File: config.mk
export PLATFORM = sky130hd
export DESIGN_NAME = reg_file_stack
export DESIGN_NICKNAME = d
export VERILOG_FILES = /design/src/rtl/reg_file_stack.sv
export SDC_FILE = /design/constraint.sdc
export NUM_CORES = 2
export LEC_CHECK = 0
export BUFFER_PORTS_ARGS = -buffer_cell sky130_fd_sc_hd__buf_2
export CAP_MARGIN = 15
export CORE_MARGIN = 3
export CORE_UTILIZATION = 55
export CTS_BUF_LIST = sky130_fd_sc_hd__clkbuf_4
export DETAILED_ROUTE_END_ITERATION = 6
export PLACE_DENSITY_LB_ADDON = 0.3
export RECOVER_POWER = 100
export SYNTH_ARGS = -nofsm -noshare
export SYNTH_HDL_FRONTEND = slang
export SYNTH_SLANG_ARGS = --single-unit
File: constraint.sdc
create_clock -name clk -period 10.6 [get_ports clk]
set_clock_uncertainty 0.15 [all_clocks]
set_input_delay 1.06 -clock clk [delete_from_list [all_inputs] [get_ports clk]]
set_output_delay 1.06 -clock clk [all_outputs]
set_load 0.02 [all_outputs]
File: src/rtl/reg_file_stack.sv
// Context-save stack for the register file: pushes a nine-register frame at the
// external stack pointer and continuously presents the frame just below it.
module reg_file_stack #(
    parameter int PC_WIDTH = 5,
    parameter int WIDTH    = 8
) (
    input  logic                clk,
    input  logic                rst_n,
    input  logic [PC_WIDTH-1:0] addr,
    input  logic                wren,
    input  logic [WIDTH-1:0]    reg1_data,
    input  logic [WIDTH-1:0]    reg2_data,
    input  logic [WIDTH-1:0]    reg3_data,
    input  logic [WIDTH-1:0]    reg4_data,
    input  logic [WIDTH-1:0]    reg5_data,
    input  logic [WIDTH-1:0]    reg6_data,
    input  logic [WIDTH-1:0]    reg7_data,
    input  logic [WIDTH-1:0]    reg8_data,
    input  logic [WIDTH-1:0]    reg9_data,
    output logic [WIDTH-1:0]    stack1_out,
    output logic [WIDTH-1:0]    stack2_out,
    output logic [WIDTH-1:0]    stack3_out,
    output logic [WIDTH-1:0]    stack4_out,
    output logic [WIDTH-1:0]    stack5_out,
    output logic [WIDTH-1:0]    stack6_out,
    output logic [WIDTH-1:0]    stack7_out,
    output logic [WIDTH-1:0]    stack8_out,
    output logic [WIDTH-1:0]    stack9_out
);

    localparam int DEPTH   = 2 ** PC_WIDTH;
    localparam int FRAME_W = 9 * WIDTH;

    logic [FRAME_W-1:0]  mem [DEPTH];
    logic [FRAME_W-1:0]  wr_frame;
    logic [FRAME_W-1:0]  rd_frame;
    logic [PC_WIDTH-1:0] addr_below;

    assign wr_frame = {reg1_data, reg2_data, reg3_data, reg4_data, reg5_data,
                       reg6_data, reg7_data, reg8_data, reg9_data};

    always_ff @(posedge clk or negedge rst_n) begin
        if (!rst_n) begin
            for (int i = 0; i < DEPTH; i++) begin
                mem[i] <= '0;
            end
        end else if (wren) begin
            mem[addr] <= wr_frame;
        end
    end

    // Top of stack is entry[addr-1]; an empty stack (addr==0) reads zero
    // rather than wrapping to the last entry.
    assign addr_below = addr - PC_WIDTH'(1);

    always_comb begin
        rd_frame = '0;
        if (addr != '0) begin
            rd_frame = mem[addr_below];
        end
    end

    assign {stack1_out, stack2_out, stack3_out, stack4_out, stack5_out,
            stack6_out, stack7_out, stack8_out, stack9_out} = rd_frame;

endmodule

==> flow_summary.toml <==
[grt]
grt_usage = 0.289
antenna_found_initial = 24
grt_pass1_vias = 71377
grt_pass1_wl_um = 439000
grt_max_degree = 191
grt-ovfl-total = 0

[clocking]
cts_tree = "built"
cts_sinks = 2304
postCtsSetupRepairBufs = 0
clock_latency_ps = 1360
cts_resized = 0
hold_buffers = 21
tritoncts.num_buffers = 619
cts_max_path_buffers = 4
root_buffer = "clkbuf_4"
cts.htree.levels = 6
path_clk_slew_ps = 60

[power]
p_total_mw = 23.1
vdd_ir_drop_max_uv = 144
leakage_nw = 51.5
netSwitchingPower_mw = 6.27
p_clk_frac = 0.330
powerDensity_nw_per_um2 = 199
p_int_mw = 16.8
power_frac_comb = 0.180
seq_power_share = 0.490
p_sw_frac = 0.271

[cells_and_area]
top_regs = "mem x2304"
final_common_cell = "mux2_2"
layout_common_cells = "mux2_2 (2373), dfrtp_1 (2304), clkbuf_4 (896)"
design_area_um2 = 116000
nFillCells = 15002
syn_to_final_growth_pct = 8.54
nets = 7696
final_util = 0.602
largest-register = "mem"
largest_reg_flops = 2304
instances_no_fill = 10534
drive_above_1_share = 0.480

[floorplanning]
die_h_um = 447
fp.coreArea_um2 = 193000
die_x_um = 447
rows = 161
dieArea_um2 = 200000
ios = 152
start_util = 0.555

[timing]
finalHoldViolCount = 0
finalSetupViolCount = 0
period_needed_ps = 9370
fin_crit_sh = 0.884
setup_tns_ps = 0
worst_pin_slew_ps = 6250
max_freq_ghz = 0.107
whs_ps = 152
rsz0062_at_grt = "false"
max-slew-margin-rel = -3.16
worst_slack_ps = 1230
slew_violations = 3773

[place]
dp_cells = 9496
routabilityCongestion = 0.774
placed_area_um2 = 109000
io_buffers = 151
place_hpwl_um = 148000
post-place-ws_ps = 3210

[worst_setup_path]
path_buf_inv = 4
cp_data_required_time_ps = 11670
start_kind = "input pin"
end_kind = "flop"
max_stage_delay_ps = 3120
crit_slowest_cell = "clkbuf_1"
cp.arrival_ps = 10440
path_cells = "buf_4 -> clkbuf_1 -> nand3_1 -> nor2_1 -> clkbuf_1 -> buf_4 -> mux2_2"
cp_max_fo = 53
worstSetupPathType = "in -> reg"
path_delay_family = "buffers and inverters"

[route]
routedWlPerCell_um = 27.2
postRouteAntennaNets = 0
routed_wl_um = 287000
routed_via_density = 6.42
first_pass_iters = 6
vias = 67624
route.detailed.drc = 0
drt_iter0_drc = 4942

[worst_hold_path]
worstHoldPathType = "in -> reg"

[status]
status = "finished, violations left"
violations = "max-capacitance violations, max-slew violations"

[logic_synthesis]
synth.distinct_cells = 44
synth_area_um2 = 107000
syn_nets = 7572
yosys.area.top_type = "dfrtp_1"
syn_area_per_cell_um2 = 14.3
synth.area.top_cells = "dfrtp_1 (54%), mux2_2 (25%), mux4_2 (6.1%)"
yosysTopAreaCellShare = 0.539
synth_seq_cells = 2304
ys_seq_area_frac = 0.539
postSynthCellCount = 7488
yosysWarnings = 0

[run]
drv_cap = 90
-- cell families (layout without fill, tap and decap cells) --
| family | after synthesis | in the layout | synth area share |
|---|---|---|---|
| DFF | 2304 | 2304 | 0.539 |
| AOI/OAI and AO/OA | 649 | 649 | 0.0497 |
| other | 0 | 12 | 0 |
| adders and majority gates | 4 | 4 | 0.000468 |
| and+or+nand+nor | 771 | 771 | 0.0392 |
| buffers and inverters | 801 | 1309 | 0.0321 |
| muxes | 2955 | 2955 | 0.339 |
| xor gates and xnor gates | 4 | 4 | 0.000644 |
-- power groups by stage --
stage	Combinational (mW)	Clock (mW)	Sequential (mW)
2_1_floorplan	3.22	0	11.2
3_3_place_gp	4.02	0	11.4
3_5_place_dp	4.17	0	11.5
4_1_cts	4.19	7.82	11.3
5_1_grt	4.51	8.30	11.5
6_report	4.16	7.63	11.3
-- synthesized netlist by cell type, drive strengths merged --
library cell	instances
nor2	29
nor4	71
o21ai	2
nand2	153
mux2	2377
mux4	291
inv	4
o311a	1
o221ai	142
mux2i	287
a21oi	72
or3b	1
nand3b	2
nor3	1
or3	2
dfrtp	2304
nor2b	215
a22o	1
o21a	1
o21bai	1
xor2	1
nand3	149
ha	4
a211oi	71
nand4	2
a2111oi	213
or2	71
clkbuf	522
nand2b	3
xnor2	3
o211ai	1
a21o	1
o311ai	71
a32oi	72
and3	72
buf	275
-- layout make-up --
cell class	instances	area (um2)	share of cell area
sequential	2304	57700	0.497
multi-input combinational	4383	46000	0.396
clock buffer	896	6730	0.0580
tap	2526	3160	0.0272
timing repair buffer	300	1790	0.0154
clock inverter	109	657	0.00566
antenna	12	30.0	0.000259
inverter	4	22.5	0.000194
-- worst paths after layout --
check	from	endpoint	slack [ps]	cells after the start
worst min-delay path	reg6_data[1]	mem[1681]$_DFFE_PN0P_	150	2
worst max-delay path	addr[4]	mem[544]$_DFFE_PN0P_	1230	7
max in group asynchronous	rst_n	mem[1020]$_DFFE_PN0P_	2910	4
min in group asynchronous	rst_n	mem[2221]$_DFFE_PN0P_	190	2
worst min register to register	mem[4]$_DFFE_PN0P_	mem[4]$_DFFE_PN0P_	340	1
worst max register to register	mem[1446]$_DFFE_PN0P_	mem[1446]$_DFFE_PN0P_	9630	1
-- per-layer routing --
layer | GRT usage | wire length (um)
met1 | 0.394 | 120000
met3 | 0.0544 | 19700
met4 | 0.115 | 11000
met5 | 0 | 80
met2 | 0.461 | 136000
Note: power is estimated with default switching activity, not from simulation.
